### config.mk
export PLATFORM = sky130hd
export DESIGN_NAME = io_timer_flat
export DESIGN_NICKNAME = d
export VERILOG_FILES = /design/src/rtl/io_timer_pkg.sv /design/src/rtl/io_timer_if.sv /design/src/rtl/io_timer_prescaler.sv /design/src/rtl/io_timer.sv /design/src/flat_wrapper.sv
export SDC_FILE = /design/constraint.sdc
export NUM_CORES = 1
export LEC_CHECK = 0
export ABC_AREA = 1
export CORE_MARGIN = 4
export CORE_UTILIZATION = 45
export CTS_CLUSTER_SIZE = 24
export DETAILED_ROUTE_END_ITERATION = 10
export HOLD_SLACK_MARGIN = 0.03
export PLACE_DENSITY = 0.68
export SLEW_MARGIN = 10
export SYNTH_ARGS = -nofsm -noshare
export SYNTH_HDL_FRONTEND = slang
export SYNTH_SLANG_ARGS = --single-unit
export TNS_END_PERCENT = 20
### constraint.sdc
create_clock -name i_clk -period 1.6 [get_ports i_clk]
set_input_delay 0.32 -clock i_clk [delete_from_list [all_inputs] [get_ports i_clk]]
set_output_delay 0.32 -clock i_clk [all_outputs]
set_load 0.005 [all_outputs]
### src/rtl/io_timer_pkg.sv
// io_timer shared definitions: register offsets, field positions, write masks.
package io_timer_pkg;

  // Register offsets, selected by byte address bits [2:1]
  localparam logic [1:0] TMR_OFF_CTRL  = 2'd0;
  localparam logic [1:0] TMR_OFF_COUNT = 2'd1;
  localparam logic [1:0] TMR_OFF_CMP   = 2'd2;
  localparam logic [1:0] TMR_OFF_STAT  = 2'd3;

  // CTRL field positions
  localparam int CTRL_EN        = 0;
  localparam int CTRL_AR        = 1;
  localparam int CTRL_IRQ_EN    = 2;
  localparam int CTRL_PRESC_LSB = 8;

  // STAT field positions
  localparam int STAT_MATCH = 0;
  localparam int STAT_OVF   = 1;
  localparam int STAT_W     = 2;

  // CTRL write mask: bits [7:3] are held at zero
  localparam logic [15:0] CTRL_WMASK = 16'hFF07;

  localparam logic [15:0] CMP_RESET = 16'hFFFF;

endpackage

### src/rtl/io_timer_if.sv
// CPU I/O data-bus connection for one responder (address, strobes, data, ready).
interface io_timer_if;
  logic        i_sel;
  logic [15:0] i_addr;
  logic        i_we;
  logic        i_re;
  logic [15:0] i_wdata;
  logic [15:0] o_rdata;
  logic        o_rdy;

  modport master (
    output i_sel, i_addr, i_we, i_re, i_wdata,
    input  o_rdata, o_rdy
  );

  modport slave (
    input  i_sel, i_addr, i_we, i_re, i_wdata,
    output o_rdata, o_rdy
  );
endinterface

### src/rtl/io_timer_prescaler.sv
// Prescaler: divides the clock by (PRESC+1) while enabled, producing one-cycle ticks.
module io_timer_prescaler #(
  parameter int PRESC_W = 8
) (
  input  logic               i_clk,
  input  logic               i_rst,
  input  logic               i_en,
  input  logic [PRESC_W-1:0] i_presc,
  input  logic               i_restart,
  output logic               o_tick
);

  logic [PRESC_W-1:0] r_p_cnt;

  assign o_tick = i_en & (r_p_cnt == i_presc);

  // Count 0..PRESC, wrapping on a tick; parked at zero when disabled or restarted
  always_ff @(posedge i_clk) begin
    if (i_rst) begin
      r_p_cnt <= '0;
    end else if (~i_en | i_restart | o_tick) begin
      r_p_cnt <= '0;
    end else begin
      r_p_cnt <= r_p_cnt + 1'b1;
    end
  end

endmodule

### src/rtl/io_timer.sv
// io_timer: memory-mapped 16-bit timer/compare responder with one-wait-state loads.
module io_timer
  import io_timer_pkg::*;
#(
  parameter logic [15:0] BASE_ADDR = 16'h8100,
  parameter int          PRESC_W   = 8
) (
  input  logic        i_clk,
  input  logic        i_rst,
  io_timer_if.slave   bus,
  output logic        o_irq
);

  logic [15:0]       r_ctrl;
  logic [15:0]       r_count;
  logic [15:0]       r_cmp;
  logic [STAT_W-1:0] r_stat;
  logic              r_rd_pend;
  logic [15:0]       r_rdata_q;

  logic              w_hit;
  logic [1:0]        w_off;
  logic              w_store;
  logic              w_rd_req;
  logic              w_tick;
  logic              w_restart;
  logic [15:0]       w_count_next;
  logic [STAT_W-1:0] w_stat_set;
  logic [STAT_W-1:0] w_stat_clr;
  logic [15:0]       w_rd_val;
  logic              w_unused;

  // Byte-lane bit of the address is irrelevant for word registers
  assign w_unused = bus.i_addr[0];

  assign w_hit    = bus.i_sel & (bus.i_addr[15:3] == BASE_ADDR[15:3]);
  assign w_off    = bus.i_addr[2:1];
  // A strobe with both we and re is a store
  assign w_store  = w_hit & bus.i_we;
  // Gated by reset so a load in flight is abandoned cleanly
  assign w_rd_req = w_hit & bus.i_re & ~bus.i_we & ~i_rst;

  // A new divide value restarts the prescaler phase
  assign w_restart = w_store & (w_off == TMR_OFF_CTRL) &
                     (bus.i_wdata[CTRL_PRESC_LSB +: PRESC_W] != r_ctrl[CTRL_PRESC_LSB +: PRESC_W]);

  io_timer_prescaler #(.PRESC_W(PRESC_W)) u_presc (
    .i_clk     (i_clk),
    .i_rst     (i_rst),
    .i_en      (r_ctrl[CTRL_EN]),
    .i_presc   (r_ctrl[CTRL_PRESC_LSB +: PRESC_W]),
    .i_restart (w_restart),
    .o_tick    (w_tick)
  );

  // Next count and hardware status events; a CPU write of COUNT overrides the tick
  always_comb begin
    w_count_next = r_count;
    w_stat_set   = '0;
    if (w_tick) begin
      if (r_count == r_cmp) begin
        w_stat_set[STAT_MATCH] = 1'b1;
        if (r_ctrl[CTRL_AR]) begin
          w_count_next = '0;
        end else begin
          w_count_next          = r_count + 16'd1;
          w_stat_set[STAT_OVF]  = (r_count == 16'hFFFF);
        end
      end else if (r_count == 16'hFFFF) begin
        w_count_next         = '0;
        w_stat_set[STAT_OVF] = 1'b1;
      end else begin
        w_count_next = r_count + 16'd1;
      end
    end
    if (w_store && (w_off == TMR_OFF_COUNT)) begin
      w_count_next = bus.i_wdata;
    end
  end

  assign w_stat_clr = (w_store && (w_off == TMR_OFF_STAT)) ? bus.i_wdata[STAT_W-1:0] : '0;

  // Control, count and compare registers
  always_ff @(posedge i_clk) begin
    if (i_rst) begin
      r_ctrl  <= '0;
      r_count <= '0;
      r_cmp   <= CMP_RESET;
    end else begin
      r_count <= w_count_next;
      if (w_store && (w_off == TMR_OFF_CTRL)) begin
        r_ctrl <= bus.i_wdata & CTRL_WMASK;
      end
      if (w_store && (w_off == TMR_OFF_CMP)) begin
        r_cmp <= bus.i_wdata;
      end
    end
  end

  // Sticky status bits: write-1-to-clear, a simultaneous hardware set wins
  for (genvar gi = 0; gi < STAT_W; gi++) begin : g_stat
    always_ff @(posedge i_clk) begin
      if (i_rst) begin
        r_stat[gi] <= 1'b0;
      end else begin
        r_stat[gi] <= (r_stat[gi] & ~w_stat_clr[gi]) | w_stat_set[gi];
      end
    end
  end

  // Read-side register select
  always_comb begin
    w_rd_val = '0;
    case (w_off)
      TMR_OFF_CTRL:  w_rd_val = r_ctrl;
      TMR_OFF_COUNT: w_rd_val = r_count;
      TMR_OFF_CMP:   w_rd_val = r_cmp;
      default:       w_rd_val = {{(16-STAT_W){1'b0}}, r_stat};
    endcase
  end

  // Load pipeline: sample in the first cycle, present in the second
  always_ff @(posedge i_clk) begin
    if (i_rst) begin
      r_rd_pend <= 1'b0;
      r_rdata_q <= '0;
    end else begin
      r_rd_pend <= w_rd_req & ~r_rd_pend;
      if (w_rd_req & ~r_rd_pend) begin
        r_rdata_q <= w_rd_val;
      end
    end
  end

  assign bus.o_rdy   = ~w_rd_req | r_rd_pend;
  assign bus.o_rdata = (r_rd_pend & ~i_rst) ? r_rdata_q : 16'h0000;
  assign o_irq       = r_ctrl[CTRL_IRQ_EN] & r_stat[STAT_MATCH];

endmodule
### src/flat_wrapper.sv
// flat-port wrapper written by rule: the top's interface ports become plain ports
module io_timer_flat import io_timer_pkg::*;
#(
  parameter logic [15:0] BASE_ADDR = 16'h8100,
  parameter int          PRESC_W   = 8
)
  (i_clk, i_rst, o_irq, bus_i_sel, bus_i_addr, bus_i_we, bus_i_re, bus_i_wdata, bus_o_rdata, bus_o_rdy);
  io_timer_if bus_i ();
  input  logic i_clk;
  input  logic i_rst;
  output logic o_irq;
  input wire logic [$bits(bus_i.i_sel)-1:0] bus_i_sel;
  input wire logic [$bits(bus_i.i_addr)-1:0] bus_i_addr;
  input wire logic [$bits(bus_i.i_we)-1:0] bus_i_we;
  input wire logic [$bits(bus_i.i_re)-1:0] bus_i_re;
  input wire logic [$bits(bus_i.i_wdata)-1:0] bus_i_wdata;
  output wire logic [$bits(bus_i.o_rdata)-1:0] bus_o_rdata;
  output wire logic [$bits(bus_i.o_rdy)-1:0] bus_o_rdy;
  assign bus_i.i_sel = bus_i_sel;
  assign bus_i.i_addr = bus_i_addr;
  assign bus_i.i_we = bus_i_we;
  assign bus_i.i_re = bus_i_re;
  assign bus_i.i_wdata = bus_i_wdata;
  assign bus_o_rdata = bus_i.o_rdata;
  assign bus_o_rdy = bus_i.o_rdy;
  io_timer #(.BASE_ADDR(BASE_ADDR), .PRESC_W(PRESC_W)) u_core (.i_clk(i_clk), .i_rst(i_rst), .bus(bus_i), .o_irq(o_irq));
endmodule
=== After elaboration in Yosys (flattened, before gate mapping) ===
Cells that the tools add are included.

* Bitwise logic cells: 25
* Add/sub/neg operators: 2
* Eq/ne operators: 8
* Reduce and logical (&&, ||, !) cells: 7
* Mux-type cells: 13

{| class="wikitable"
|+ Operators with widths
! cell !! count
|-
| $mux W16 || 6
|-
| $pmux W16 S3 || 1
|-
| $add A16 B1 Y16 const B || 1
|-
| $eq A16 B16 Y1 || 1
|-
| $eq A16 B16 Y1 const B || 1
|-
| $and A1 B1 Y1 || 13
|-
| $eq A13 B13 Y1 const B || 1
|-
| $add A8 B1 Y8 const B || 1
|-
| $eq A8 B8 Y1 || 1
|-
| $ne A8 B8 Y1 || 1
|-
| $not A1 Y1 || 7
|-
| $or A1 B1 Y1 || 5
|-
| $eq A2 B2 Y1 const B || 2
|-
| $logic_and A1 B1 Y1 || 4
|-
| $mux W1 || 4
|-
| $mux W2 || 2
|-
| $eq A2 B1 Y1 const B || 1
|-
| $logic_not A2 Y1 || 1
|-
| $reduce_bool A2 Y1 || 1
|-
| $reduce_or A2 Y1 || 1
|}

* Input port bits: 37
* Output and inout bits: 18
* Register bits: 70

=== Depth between registers and ports, before layout ===
Gate-level depths: netlist of the first run.

* Word-level depth: 8
* Depth in mapped cells: 11

=== Hierarchy ===
A second synthesis of the first run with hierarchy kept.

* Cells, all modules: 639
* Area, all modules: 4,161.5 um2

{| class="wikitable"
|+ Modules (own cells, without submodules)
! module !! instances !! area each (um2) !! cells an instance !! seq. area each (um2)
|-
| io_timer || 1 || 3,627.2 || 551 || 1,241.2
|-
| io_timer_prescaler || 1 || 534.3 || 88 || 160.2
|}

=== Worst setup path after synthesis of the first run ===
No wires, ideal clock.

* Kind: flip-flop to flip-flop
* Start: reg u_core.r_count[1]
* End: reg u_core.r_count[8]
* Data arrival time: 1,390 ps
* Period minus slack after synthesis: 1,522 ps
* Cell stages (with the launch flop): 10
* Slack: 78 ps
* Buffers on the path: 0
* Cell sequence: dfxtp_1 -> ha_1 -> nand2_2 -> nor2_4 -> and2_4 -> nand3_1 -> nor2_2 -> nand2_4 -> nand4_1 -> a21oi_1

* Longest elaborated chain between the ends: 5
* Elaborated cells on any way between the ends: 8

{| class="wikitable"
|+ RTL lines
! item !! line !! text
|-
| start, declared || io_timer.sv:15 || <nowiki>logic [15:0] r_count;</nowiki>
|-
| start signal, assigned || io_timer.sv:90 || <nowiki>r_count <= w_count_next;</nowiki>
|-
| $add A16 B1 Y16 / $eq A16 B16 Y1 (equally long branches) || io_timer.sv:66, io_timer.sv:73, io_timer.sv:69 ||
|-
| $mux W16, on equally long branches || io_timer.sv:69, io_timer.sv:63 ||
|-
| $mux W16 * || io_timer.sv:61 || <nowiki>if (r_count == r_cmp) begin</nowiki>
|-
| $mux W16 * || io_timer.sv:60 || <nowiki>if (w_tick) begin</nowiki>
|-
| $mux W16 * || io_timer.sv:76 || <nowiki>if (w_store && (w_off == TMR_OFF_COUNT)) begin</nowiki>
|}

Mark *: on every way between the ends. The rest lies on a longest branch, timed or not. The select of a mux whose other input is x is not followed.
A chain may end at the register's enable or synchronous reset.

=== Worst setup path in the final report of the first run ===
* Start: in bus_i_wdata[9]
* End: reg u_core.u_presc.r_p_cnt[0]

* Longest elaborated chain between the ends: 5

{| class="wikitable"
|+ RTL lines
! item !! line !! text
|-
| start, declared || flat_wrapper.sv:16 || <nowiki>input wire logic [$bits(bus_i.i_wdata)-1:0] bus_i_wdata;</nowiki>
|-
| $ne A8 B8 Y1 || io_timer.sv:45 || <nowiki>(bus.i_wdata[CTRL_PRESC_LSB +: PRESC_W] != r_ctrl[CTRL_PRESC_LSB +: PRESC_W]);</nowiki>
|-
| $and A1 B1 Y1 || io_timer.sv:44 || <nowiki>assign w_restart = w_store & (w_off == TMR_OFF_CTRL) &</nowiki>
|-
| $or A1 B1 Y1 (2 in a row) || io_timer_prescaler.sv:21 || <nowiki>end else if (~i_en | i_restart | o_tick) begin</nowiki>
|-
| $reduce_or A2 Y1 (no source line) || n/a ||
|-
| end signal, assigned || io_timer_prescaler.sv:24 || <nowiki>r_p_cnt <= r_p_cnt + 1'b1;</nowiki>
|-
| end, declared || io_timer_prescaler.sv:13 || <nowiki>logic [PRESC_W-1:0] r_p_cnt;</nowiki>
|}

Every way passes these cells.

==> reports/results.ini, run 1 <==
[synthesis]
post_synth_num_cell_types=35
synth_area_per_cell_um2=6.26
synth_area_um2=4380
synth_fp_nets=738
synth_top_cell_by_area=dfxtp_1
ys_ff_latch=70
syn_inst=699
yosys_warnings=0
yosysSeqAreaShare_pct=32.0
synth_top_area_share_pct=32.0
ys_top_cells_by_area=dfxtp_1 32%, nand2_1 15%, inv_1 8.5%, nor2_1 6.7%, nand3_1 5.9%

[grt]
grt_remaining_overflow=0
antenna_found_initial=0
grt_pass1_vias=4857
grt_max_degree=44
grt_pass1_wl_um=23300
grtUsageTotal_pct=25.4

[sta]
finalCritPeriodShare_pct=99.4
setup_tns_ps=0
slew_viol_final=0
setup_violations=0
finalHoldViolations=0
skew_ps=11.9
max_freq_mhz=628
slew_headroom_pct=70.3
hold_slack_ps=407
tightest_slew_ps=446
period_needed_ps=1590
rsz0062_at_grt=true

[die]
die_area_um2=11400
rows=35
die_w_um=107
ioPinCount=55
die_height_um=107
core-area_um2=9370
initial_core_util_pct=46.7

[setup_path]
timing_worst_setup_path_type=input port to flop
critPathLaunchType=input port
path_cells=clkdlybuf4s50_1, inv_1, nand2_1, nand4_1, nor4_2, buf_4, o21ai_2, buf_6, nor2_1
worst-path-buf-inv=4
cp_max_fo=8
end_kind=flop
crit_slowest_cell=clkdlybuf4s50_1
cp_slowest_stage_delay_ps=520
critical_path.top_delay_family=buffers and inverters
worstPathRequired_ps=1880
worstPathArrival_ps=1870

[clock_tree]
cts_tree=yes
cts_max_path_buffers=2
cts.sinks=70
cts-root-buf=clkbuf_8
clkTransAtPathRegs_ps=80
htreeDepth=3
insertion_delay_ps=350
numCtsBuffers=9

[worst_hold_path]
hp-class=input port to flop

[route]
vias_per_cell=5.17
drt-initial-drc-count=309
wire_per_inst_um=14.6
ant_nets=0
num_vias=5060
wirelength_um=14300
firstDrtPassIters=5
drcViolationCount=0

[placed_design]
placed_area_um2=5770
dp_hpwl_um=10700
gp_congestion=0.990
dp.cells=956
io_buffers=53

[final_layout]
antenna_cells=0
layoutNonFillerInstCount=979
fin_nets=885
final_cell_mix=166 x nand2_1, 92 x buf_4, 91 x inv_1
final_common_cell=nand2_1
stdcell_area_um2=6310
drive_gt1_share_pct=30.6
postLayoutCoreUtil_pct=67.3
syn2layout_area_growth_pct=44.2

[status]
status=finished clean

[power]
powerDensity_nw_per_um2=600
peakVddDrop_v=0.000449
power_leakage_uw=0.00297

[job]
cap_violations=0

## worst paths after layout
path | startpoint | to | slack, ps | cells after the start
worst max register to register | u_core.r_cmp[4] | u_core.r_count[0] | 20 | 11
worst min-delay path | bus_i_wdata[15] | u_core.r_ctrl[15] | 410 | 4
worst min register to register | u_core.r_rdata_q[2] | u_core.r_rdata_q[2] | 450 | 2
worst max-delay path | bus_i_wdata[9] | u_core.u_presc.r_p_cnt[0] | 9 | 9
## power breakdown
part / switching, uW / total (uW) / internal, uW
clock network: 705 / 1730 / 1030
registers: 0.0177 / 1730 / 1730
logic: 163 / 329 / 166
## per-stage QoR
| stage | power (uW) | setup WS, ps |
|---|---|---|
| CTS | 3820 | -109 |
| floorplan | 1890 | 78.1 |
| global route | 3930 | -114 |
| detailed placement | 2100 | -541 |
| finish | 3790 | 8.82 |
| global placement | 2100 | -515 |
## routing by layer
layer | share of wire (%) | wire, um | global-route usage, %
met1 | 44 | 6360 | 34.0
met2 | 46 | 6620 | 41.3
met3 | 7.6 | 1090 | 4.82
met4 | 1.7 | 246 | 8.49
met5 | 0 | 0 | 0
## cell families after synthesis
family | share of synthesized area [%]
flip-flops | 32.0
AO/OA/AOI/OAI | 14.1
XOR/XNOR | 3.40
adder cells (fa/ha/maj) | 0.572
buffers and inverters | 12.6
AND/OR/NAND/NOR | 37.3
## tightest hold or removal path, cell delays in order
cell and delay (ps):
dlymetal6s2s_1 150, inv_1 80, buf_4 110, a21oi_1 50
## timing repair
action | in CTS | in global routing
hold buffers | 0 | 0
buffers inserted | 0 | 7
endpoints found under the setup margin | 79 | 82
gates resized for setup | 50 | 135
pin swaps | 3 | 32
cloned | 0 | 1
## flip-flops by register name (all words and copies together), names as in the netlist
register,flops
u_core.r_ctrl,11
u_core.r_stat,2
u_core.r_cmp,16
u_core.r_count,16
u_core.r_rdata_q,16
u_core.r_rd_pend,1
u_core.u_presc.r_p_cnt,8
## cell type report
type / count / area, um^2
clock buffers: 9 / 124
well taps: 129 / 161
fillers: 836 / 3060
flip-flops and latches: 70 / 1460
clock inverters: 6 / 111
inverters: 116 / 435
multi-input cells: 491 / 2620
repair buffers: 158 / 1400
## synth_stat cells (all sizes together)
library cell	number
o21ai	28
clkbuf	10
o22ai	15
inv	112
o31ai	7
nor3	7
nand2	180
and3	1
nand3	54
xor2	14
nor4	1
nand4	22
nor2	94
xnor2	3
a21oi	49
ha	2
buf	12
o211ai	11
or2	2
dfxtp	70
clkinv	4
and2	1
Power figures use the tool's default switching activity.
==> run 2, diff against run 1 <==
--- a/config.mk
+++ b/config.mk
@@ -8,6 +8,7 @@
 export ABC_AREA = 1
 export CORE_MARGIN = 4
 export CORE_UTILIZATION = 45
+export CTS_CLUSTER_DIAMETER = 200
 export CTS_CLUSTER_SIZE = 24
 export DETAILED_ROUTE_END_ITERATION = 10
 export HOLD_SLACK_MARGIN = 0.03
==> results of run 2 <==
Same layout as run 1: the final DEF is identical, and so are final timing and power.
==> run 3, diff against run 2 <==
--- a/config.mk
+++ b/config.mk
@@ -12,9 +12,10 @@
 export CTS_CLUSTER_SIZE = 24
 export DETAILED_ROUTE_END_ITERATION = 10
 export HOLD_SLACK_MARGIN = 0.03
-export PLACE_DENSITY = 0.68
+export PLACE_DENSITY = 0.74
 export SLEW_MARGIN = 10
 export SYNTH_ARGS = -nofsm -noshare
 export SYNTH_HDL_FRONTEND = slang
+export SYNTH_HIERARCHICAL = 1
 export SYNTH_SLANG_ARGS = --single-unit
 export TNS_END_PERCENT = 20
==> run 3 against run 2 <==
- the flow now finishes with violations (setup timing)
- via count fell by 8.6%
- critical path depth is 4 higher
- worst setup slack worse by 180 ps
- fmax is 10% lower
- register-to-register slack lost 190 ps
- sequential share of layout area increased by 1.2 points
- critical endpoint is now u_core/r_count[13]
==> reports/results.ini, run 3 <==
[status]
status=finished with violations
violations=setup timing

[sta]
finalCritPeriodShare_pct=110  ; +11 points
rsz0062_at_grt=true
setup_slack_ps=-168  ; -176 ps
setup_tns_ps=-1680  ; -1680 ps
slew_headroom_pct=64.2  ; -6.0 points
tightest_slew_ps=532  ; +85.7 ps
skew_ps=11.7  ; -0.205 ps
finalHoldViolations=0  ; unchanged
slew_viol_final=0  ; unchanged
period_needed_ps=1770  ; +176 ps
setup_violations=20  ; +20
max_freq_mhz=566  ; -10%

[power]
p_sw_uw=877  ; +1.2%
combinationalPowerShare_pct=7.6  ; -1.1 points
power_leakage_uw=0.00279  ; -6.0%
internal-power_uw=2630  ; -9.8%
pwr-share-seq_pct=49.4  ; +3.8 points
sw_frac_of_total_pct=25.0  ; +2.1 points
powerDensity_nw_per_um2=595  ; -0.80%
clockPowerShare_pct=43.0  ; -2.7 points
power.total_uw=3510  ; -7.3%
peakVddDrop_v=0.000320  ; -29%

[synthesis]
synthArstFlopShare_pct=0  ; unchanged
synth_edf_count=0  ; unchanged
synth_fp_nets=678  ; -8.1%
post_synth_num_cell_types=40  ; +14%
yosysSeqAreaShare_pct=33.7  ; +1.6 points
ys_ff_latch=70  ; unchanged
syn_inst=639  ; -8.6%
ys_top_cells_by_area=dfxtp_1 34%, nand2_1 12%, inv_1 8.2%, a21oi_1 6.1%, nor2_1 5.9%
ys.flop_type=dfxtp_1
yosys_warnings=6  ; +6
synth_common_cells=134 x nand2_1, 91 x inv_1, 70 x dfxtp_1
synth_area_per_cell_um2=6.51  ; +4.0%
synth_top_cell_by_area=dfxtp_1
yosysMostFrequentCell=nand2_1
synth_area_um2=4160  ; -4.9%
synth_top_area_share_pct=33.7  ; +1.6 points

[route]
wirelength_um=12700  ; -12%
drcViolationCount=0  ; unchanged
drt-initial-drc-count=286  ; -7.4%
num_vias=4627  ; -8.6%
ant_nets=0  ; unchanged
firstDrtPassIters=5  ; unchanged
wire_per_inst_um=14.4  ; -1.6%
vias_per_cell=5.26  ; +1.8%

[die]
die_w_um=104  ; -2.3%
ioPinCount=55  ; unchanged
rows=34  ; -2.9%
die_height_um=104  ; -2.3%
core-area_um2=8850  ; -5.6%
initial_core_util_pct=47.0  ; +0.34 points
die_area_um2=10900  ; -4.5%

[clock_tree]
insertion_delay_ps=360  ; about the same
cts_tree=yes
clkTransAtPathRegs_ps=80  ; about the same
cts.sinks=70  ; unchanged
cts_max_path_buffers=2  ; unchanged
htreeDepth=3  ; unchanged
numCtsBuffers=9  ; unchanged
cts-root-buf=clkbuf_8

[setup_path]
worstPathArrival_ps=2050  ; +180 ps
critPathLaunchType=flop
cp_slowest_stage_delay_ps=360  ; -160 ps
worstPathRequired_ps=1880  ; about the same
worst-path-buf-inv=4  ; unchanged
crit_slowest_cell=dfxtp_2
path_cells=inv_2, nand2_2, o21ai_2, nor2_1, nand2_2, nor3_4, buf_6, buf_6, nand2_8, buf_6, nor2_4, nand4_1, a21oi_1
end_kind=flop
cp_max_fo=3  ; -5
timing_worst_setup_path_type=flop to flop
critical_path.top_delay_family=simple AND/OR/NAND/NOR gates
reg2regPathDepth=13  ; +2
path_common_cell=buf_6
cp.depth=13  ; +4

[final_layout]
postLayoutCoreUtil_pct=66.7  ; -0.69 points
syn2layout_area_growth_pct=41.7
antenna_cells=0  ; unchanged
drive_gt1_share_pct=29.3  ; -1.3 points
final_cell_mix=124 x nand2_1, 87 x inv_1, 70 x buf_4
top_regs=u_core/r_cmp (16), u_core/r_count (16), u_core/r_rdata_q (16)
final_common_cell=nand2_1
fin_nets=805  ; -9.0%

[grt]
grtUsageTotal_pct=21.9  ; -3.5 points
antenna_found_initial=0  ; unchanged
grt_max_degree=44  ; unchanged
grt_pass1_wl_um=19800  ; -15%
grt_pass1_vias=4366  ; -10%
grt_remaining_overflow=0  ; unchanged

[placed_design]
dp_hpwl_um=8990  ; -16%
gp_congestion=0.958  ; -3.3%
io_buffers=53  ; unchanged
pre_cts_slack_ps=-561  ; -19.8 ps

[worst_hold_path]
hp-class=input port to flop
min_path_cells=3  ; -1

[job]
cap_violations=0  ; unchanged

## run 3: layer usage
metal	track usage (%)	share of wire [%]	vias up
met5	0	0	-
met1	25.9	41	2154
met3	4.66	6.1	24
li1	-	-	2300
met2	38.0	50	149
met4	9.88	2.7	0
## run 3: cell families after synthesis
group	count (synthesis)	share of synthesized area [%]
and+or+nand+nor	285	31.2
AOI/OAI and AO/OA	134	18.2
buffers and inverters	129	12.2
DFF	70	33.7
xor gates and xnor gates	19	4.00
adders and majority gates	2	0.601
## run 3: cell type report
type	count	area, um^2
sequential	70	1440
timing repair buffer	137	1240
clock buffer	10	138
fill	764	2950
timing repair inverter	1	6.26
multi-input combinational	440	2450
tap	108	135
inverter	107	417
clock inverter	6	68.8
## run 3: worst paths after layout
kind / slack, ps / endpoint / start
min reg2reg: 450 / u_core/r_rdata_q[0] / u_core/r_rdata_q[0]
min: 350 / u_core/r_ctrl[10] / bus_i_wdata[10]
max: -170 / u_core/r_count[13] / u_core/u_presc/r_p_cnt[3]
max reg2reg: -170 / u_core/r_count[13] / u_core/u_presc/r_p_cnt[3]
## run 3: worst reg2reg max path, stage by stage, from the launching register on
cell and delay (ps):
dfxtp_2 360, inv_2 50, nand2_2 70, o21ai_2 60, nor2_1 140, nand2_2 90
nor3_4 160, buf_6 150, buf_6 120, nand2_8 60, buf_6 120, nor2_4 60
nand4_1 100, a21oi_1 150
## run 3: power groups by stage
stage | clock, uW | combinational (uW) | sequential (uW)
floorplan | 0 | 99.6 | 1780
global placement | 0 | 260 | 1780
detailed placement | 0 | 262 | 1780
CTS | 1520 | 266 | 1740
global route | 1600 | 286 | 1730
finish | 1510 | 267 | 1730
## run 3: what timing repair did
item / 4_1_cts / 5_1_grt
endpoints found under the setup margin: 78 / 85
buffers inserted: 0 / 7
hold buffers: 0 / 0
pin swaps: 6 / 23
gates resized for setup: 44 / 116
gates cloned: 0 / 2
## run 3: metrics by stage
stage	std cells	instance area (um^2)	hold slack, ps
after floorplan	639	4200	427
after global placement	854	5380	439
after detailed placement	854	5380	442
after CTS	870	5610	456
after global routing	879	5900	357
final	879	5900	346
